==> src/rtl/three_input_gate_sequencer.sv <==
// Exhaustive 3-input NOR gate tester: steps {A,B,C} through 000..111, samples D and counts mismatches.
// Optional macro NOR_SEQ_CAPTURE_EN adds an 8-bit RESP register holding D for each vector.
module three_input_gate_sequencer #(
  parameter int SETTLE_CYCLES = 2
) (
  input  logic       CLK,
  input  logic       RST,
  input  logic       START,
  input  logic       D,
  output logic       A,
  output logic       B,
  output logic       C,
  output logic [2:0] VEC,
  output logic       BUSY,
  output logic       DONE,
  output logic       PASS,
  output logic [3:0] ERR_CNT,
  output logic [7:0] RESP
);

  typedef enum logic [1:0] {IDLE, APPLY, SAMPLE, FIN} state_t;

  state_t     r_state, w_next;
  logic [3:0] r_settle;
  logic [2:0] r_vec;
  logic [3:0] r_err;
  logic       r_pass;

  logic       w_settle_done;
  logic       w_exp;
  logic       w_mis;
  logic [3:0] w_err_nxt;
  logic       w_busy;

  assign w_settle_done = (r_settle == 4'(SETTLE_CYCLES - 1));
  // Only vector 000 yields a NOR output of 1.
  assign w_exp         = (r_vec == 3'd0);
  assign w_mis         = D ^ w_exp;
  assign w_err_nxt     = r_err + {3'b000, w_mis};
  assign w_busy        = (r_state == APPLY) || (r_state == SAMPLE);

  always_ff @(posedge CLK) begin
    if (RST) r_state <= IDLE;
    else     r_state <= w_next;
  end

  always_comb begin
    w_next = r_state;
    case (r_state)
      IDLE:    if (START) w_next = APPLY;
      APPLY:   if (w_settle_done) w_next = SAMPLE;
      SAMPLE:  w_next = (r_vec == 3'd7) ? FIN : APPLY;
      FIN:     w_next = IDLE;
      default: w_next = IDLE;
    endcase
  end

  always_ff @(posedge CLK) begin
    if (RST) begin
      r_settle <= '0;
      r_vec    <= '0;
      r_err    <= '0;
      r_pass   <= 1'b0;
    end else begin
      case (r_state)
        IDLE: begin
          if (START) begin
            r_settle <= '0;
            r_vec    <= '0;
            r_err    <= '0;
            r_pass   <= 1'b0;
          end
        end
        APPLY: r_settle <= w_settle_done ? 4'd0 : r_settle + 4'd1;
        SAMPLE: begin
          r_err <= w_err_nxt;
          // Wraps to 0 after vector 7, leaving the vector idle-clean for FIN.
          r_vec <= r_vec + 3'd1;
          // PASS is resolved on the SAMPLE->FIN edge so it is valid alongside DONE.
          if (r_vec == 3'd7) r_pass <= (w_err_nxt == 4'd0);
        end
        default: ;
      endcase
    end
  end

`ifdef NOR_SEQ_CAPTURE_EN
  logic [7:0] r_resp;

  always_ff @(posedge CLK) begin
    if (RST)                              r_resp <= '0;
    else if (r_state == IDLE && START)    r_resp <= '0;
    else if (r_state == SAMPLE)           r_resp[r_vec] <= D;
  end

  assign RESP = r_resp;
`else
  assign RESP = 8'h00;
`endif

  assign VEC     = w_busy ? r_vec : 3'd0;
  assign A       = VEC[2];
  assign B       = VEC[1];
  assign C       = VEC[0];
  assign BUSY    = w_busy;
  assign DONE    = (r_state == FIN);
  assign PASS    = r_pass;
  assign ERR_CNT = r_err;

endmodule

==> config.mk <==
export PLATFORM = sky130hd
export DESIGN_NAME = three_input_gate_sequencer
export DESIGN_NICKNAME = d
export VERILOG_FILES = /design/src/rtl/three_input_gate_sequencer.sv
export SDC_FILE = /design/constraint.sdc
export NUM_CORES = 1
export LEC_CHECK = 0
export CORE_UTILIZATION = 35
export CTS_CLUSTER_SIZE = 14
export DETAILED_ROUTE_END_ITERATION = 8
export DONT_BUFFER_PORTS = 1
export GPL_TIMING_DRIVEN = 0
export SYNTH_ARGS = -nofsm -noshare
export SYNTH_HDL_FRONTEND = slang
export SYNTH_SLANG_ARGS = --single-unit
==> constraint.sdc <==
create_clock -name CLK -period 3.35 [get_ports CLK]
set_input_delay 0.335 -clock CLK [delete_from_list [all_inputs] [get_ports CLK]]
set_output_delay 0.335 -clock CLK [all_outputs]
set_load 0.03 [all_outputs]
## After elaboration in Yosys (flattened, before gate mapping)

Cells that the tools add are included.

- Register bits: 14
- Output and inout port bits: 21
- Input port bits: 4
- Logic and storage cells: 41

- Bitwise gates (word level): 1
- Mux-type cells: 14
- Add/sub/neg operators: 3
- Reduce and logical (&&, ||, !) cells: 10
- Equal/unequal tests: 8

Operators with widths:

| cell | count |
|---|---|
| $pmux 4 s2 | 2 |
| $mux 4 | 2 |
| $pmux 2 s4 | 1 |
| $mux 2 | 3 |
| $mux 3 | 2 |
| $pmux 3 s2 | 1 |
| $reduce_and 2->1 | 3 |
| $add 4x1->4 | 1 |
| $add 4x1->4 const B | 1 |
| $eq 2x2->1 const B | 2 |
| $eq 4x1->1 const B | 1 |
| $logic_not 4->1 | 1 |
| $ne 2x2->1 const B | 2 |
| $reduce_bool 2->1 | 2 |
| $add 3x1->3 const B | 1 |
| $eq 3x3->1 const B | 1 |
| $logic_not 3->1 | 1 |
| $reduce_and 3->1 | 1 |
| $eq 2x1->1 const B | 1 |
| $logic_not 2->1 | 1 |
| $mux 1 | 2 |
| $ne 2x1->1 const B | 1 |
| $pmux 1 s2 | 1 |
| $logic_or 1x1->1 | 1 |
| $xor 1x1->1 | 1 |

## Depth between registers and ports, before layout

- Word-level depth: 6
- Gate-level depth with buffers: 9
- Depth with buffers taken out: 9

## Worst setup path after synthesis

OpenSTA, ideal clock, no wires.

- Kind: register to output
- Start: register r_state[1]
- End: output port VEC[1]
- Arrival time: 1.498 ns
- Buffers on the path: 1
- Cell stages (with the launch flop): 5
- Setup slack: 1.517 ns
- Cell sequence: dfxtp_1 inv_1 ha_1 and2_1 buf_4

- Cells in the longest elaborated chain, start to end: 3
- Elaborated cells on any way between the ends: 4

RTL lines:

| what | line | text |
|---|---|---|
| from (decl) | 23 | `state_t r_state, w_next;` |
| from (signal assigned) | 44 | `else r_state <= w_next;` |
| $eq 2x1->1 or $eq 2x2->1 (tied branches) | 40 | `assign w_busy = (r_state == APPLY) \|\| (r_state == SAMPLE);` |
| $logic_or 1x1->1 (*) | 40 |  |
| named net BUSY | 14 | `output logic BUSY,` |
| $mux 3 (*) | 101 | `assign VEC = w_busy ? r_vec : 3'd0;` |
| to (decl) | 13 | `output logic [2:0] VEC,` |

Mark *: on every way through the listed nets, which the timed path passes. The rest lies on a longest branch.

## Final worst setup path

- Start: register r_state[1]
- End: output port VEC[2]

Same word-level chain as after synthesis.

==> flow_metrics.env <==
export IMPL_die_h_um=53.2
export IMPL_critPathKind="reg2out"
export IMPL_setup_viol=0
export IMPL_n_fill_cell=258
export IMPL_first_global_vias=601
export IMPL_vias=666
export IMPL_critical_path_arrival_ns=1.89
export IMPL_multi_input_area_sq_um=549
export IMPL_drive_gt1_share_pct=18.4
export IMPL_ctsHoldBuffers=0
export IMPL_io_pins=25
export IMPL_p_leak_nw=0.451
export IMPL_design_area_sq_um=1020
export IMPL_cp_data_required_time_ns=3.01
export IMPL_maxCapViolations=0
export IMPL_tightest_slew_ns=0.509
export IMPL_io_buffer_count=0
export IMPL_stdcell_count=144
export IMPL_clock_skew_ns=0.00526
export IMPL_gp_congestion=0.743
export IMPL_hp_class="in2reg"
export IMPL_via_per_inst=4.63
export IMPL_p_seq_share_pct=33.6
export IMPL_antenna_cells=0
export IMPL_drt_pass1_iter_count=4
export IMPL_cts_resized=0
export IMPL_timing_final_crit_share_pct=66.5
export IMPL_start_util_pct=37.0
export IMPL_yosysUniqueCellTypes=33
export IMPL_timing_hold_violations_final=0
export IMPL_dp_cells=140
export IMPL_cts_buffers=3
export IMPL_p_comb_share_pct=46.9
export IMPL_ant_nets=0
export IMPL_overflow=0
export IMPL_wirelength_um=1520
export IMPL_rsz0062_at_grt="false"
export IMPL_synthTopCellsByArea="dfxtp_1 31%, ha_1 15%, buf_4 9.0%"
export IMPL_synth_seq_cells=14
export IMPL_critPathMaxFanout=5
export IMPL_track_usage_pct=13.4
export IMPL_slew_headroom_pct=65.8
export IMPL_die_area_sq_um=2830
export IMPL_fin_crit_ns=2.23
export IMPL_cts_tree="yes"
export IMPL_startpoint_type="flop"
export IMPL_final_nets=130
export IMPL_ys_seq_area_share_pct=30.6
export IMPL_fin_setup_tns_ns=0
export IMPL_p_sw_uw=267
export IMPL_synth_edf_count=0
export IMPL_yosysWarnings=0
export IMPL_hpwl_um=1230
export IMPL_drc_errors=0
export IMPL_p_total_uw=635
export IMPL_cp_end_kind="output pin"
export IMPL_cts_sinks=14
export IMPL_place_area_sq_um=980
export IMPL_regArea_sq_um=280
export IMPL_synth_top_area_share_pct=30.6
export IMPL_die_w_um=53.2
export IMPL_peakVddDrop_mv=0.303
export IMPL_clock_latency_ns=0.28
export IMPL_synth_area_sq_um=916
export IMPL_avgSynthCellArea_sq_um=8.89
export IMPL_antenna_found_initial=0
export IMPL_core_area_sq_um=2480
export IMPL_clockPowerShare_pct=19.4
export IMPL_switching_share_pct=42.0
export IMPL_grt_max_degree=11
export IMPL_slew_violations=0
export IMPL_row_count=18
export IMPL_post_cts_buffers=0
export IMPL_fmax_ghz=0.449
export IMPL_cts_root_buf="clkbuf_4"
export IMPL_wire_per_inst_um=10.6
export IMPL_status="finished, final reports clean"
export IMPL_power_density_nw_per_um2=625
export IMPL_synth_largest_area_cell="dfxtp_1"
export IMPL_cts_reportedPaths_clkPinSlew_ns=0.09
export IMPL_synthCells=103
export IMPL_grt_pass1_wl_um=2680
export IMPL_drt_iter0_drc=3
export IMPL_internal_power_uw=368
export IMPL_clk_path_buf_depth=2
export IMPL_ys_flop_type="dfxtp_1"
export IMPL_ys_async_sr_fraction_pct=0
export IMPL_syn_to_final_growth_pct=10.9
export IMPL_cts_max_level=1
==> layout make-up <==
| cell class | instances | area share (%) |
|---|---|---|
| buffer | 13 | 8.87 |
| clock buffer | 4 | 3.57 |
| inverter | 6 | 2.22 |
| multi-input combinational | 77 | 54.1 |
| sequential | 14 | 27.6 |
| tap | 30 | 3.69 |
==> final timing paths <==
path                              end                startpoint  depth (start not counted)  slack (ns)
max reg2reg         PASS$_SDFFE_PP0P_     r_vec[0]$_SDFFE_PP0P_                          9        1.42
min          r_settle[0]$_SDFFE_PP0P_                       RST                          1        0.11
max                            VEC[2]   r_state[1]$_SDFFE_PP0P_                          4        1.12
min reg2reg  r_settle[3]$_SDFFE_PP0P_  r_settle[3]$_SDFFE_PP0P_                          2        0.53
==> metrics by stage <==
| step | hold slack [ns] | util [%] | worst slack [ns] |
|---|---|---|---|
| after floorplan | 0.407 | - | 1.52 |
| after global placement | 0.407 | 39.5 | 1.44 |
| after detailed placement | 0.410 | 39.5 | 1.42 |
| after CTS | 0.100 | 41.0 | 1.10 |
| after global routing | 0.0955 | 41.0 | 1.03 |
| final | 0.114 | 41.0 | 1.12 |
==> synthesized netlist by cell type (3+ instances only) <==
library cell and number:
xnor2_1 3, a22oi_1 5, nor2b_1 4, nor2_1 11, nand3_1 3, inv_1 6
buf_4 11, nand2_1 4, dfxtp_1 14, and2_1 3, ha_1 11
==> sequential cells by signal (all words and copies together), names as in the netlist <==
signal,cells
ERR_CNT,4
r_settle,4
PASS,1
r_vec,3
r_state,2
==> critical path, cell delays in order (launching register included) <==
cell,delay [ns]
dfxtp_1,0.42
inv_1,0.09
ha_1,0.48
and2_1,0.39
buf_4,0.23
==> routing by layer <==
layer,up-vias,wire length [um],global-route usage (%)
li1,352,-,-
met1,296,723,16.5
met2,14,668,20.5
met3,4,86,3.16
met4,0,44,9.21
met5,-,0,0
==> cells by family after synthesis <==
| logic type | synth area share (%) |
|---|---|
| mux | 3.42 |
| buf+inv | 12.3 |
| compound gates | 13.9 |
| flops | 30.6 |
| xor+xnor | 4.78 |
| fa+ha+maj | 15.0 |
| simple gates | 19.5 |
| other cells | 0.409 |
==> layout by cell type (no fill, tap or decap), drive strengths merged, types with 2 or more instances in the layout <==
cell	netlist	final
clkbuf	2	6
a21oi	3	3
ha	11	11
buf	11	11
and2	4	4
nand2	4	4
inv	6	6
nor2	11	11
nand2b	2	2
a22oi	5	5
nor2b	4	4
conb	1	8
o21ai	3	3
dfxtp	14	14
mux2i	2	2
xnor2	3	3
nand3	3	3
xor2	2	2
==> power groups by stage <==
stage	clock network, mW	registers, mW	logic [mW]
floorplan	0	0.213	0.258
global placement	0	0.217	0.295
detailed placement	0	0.218	0.300
CTS	0.128	0.214	0.301
global route	0.138	0.218	0.334
finish	0.123	0.213	0.298
No activity file was read; power rests on OpenSTA's default activity.
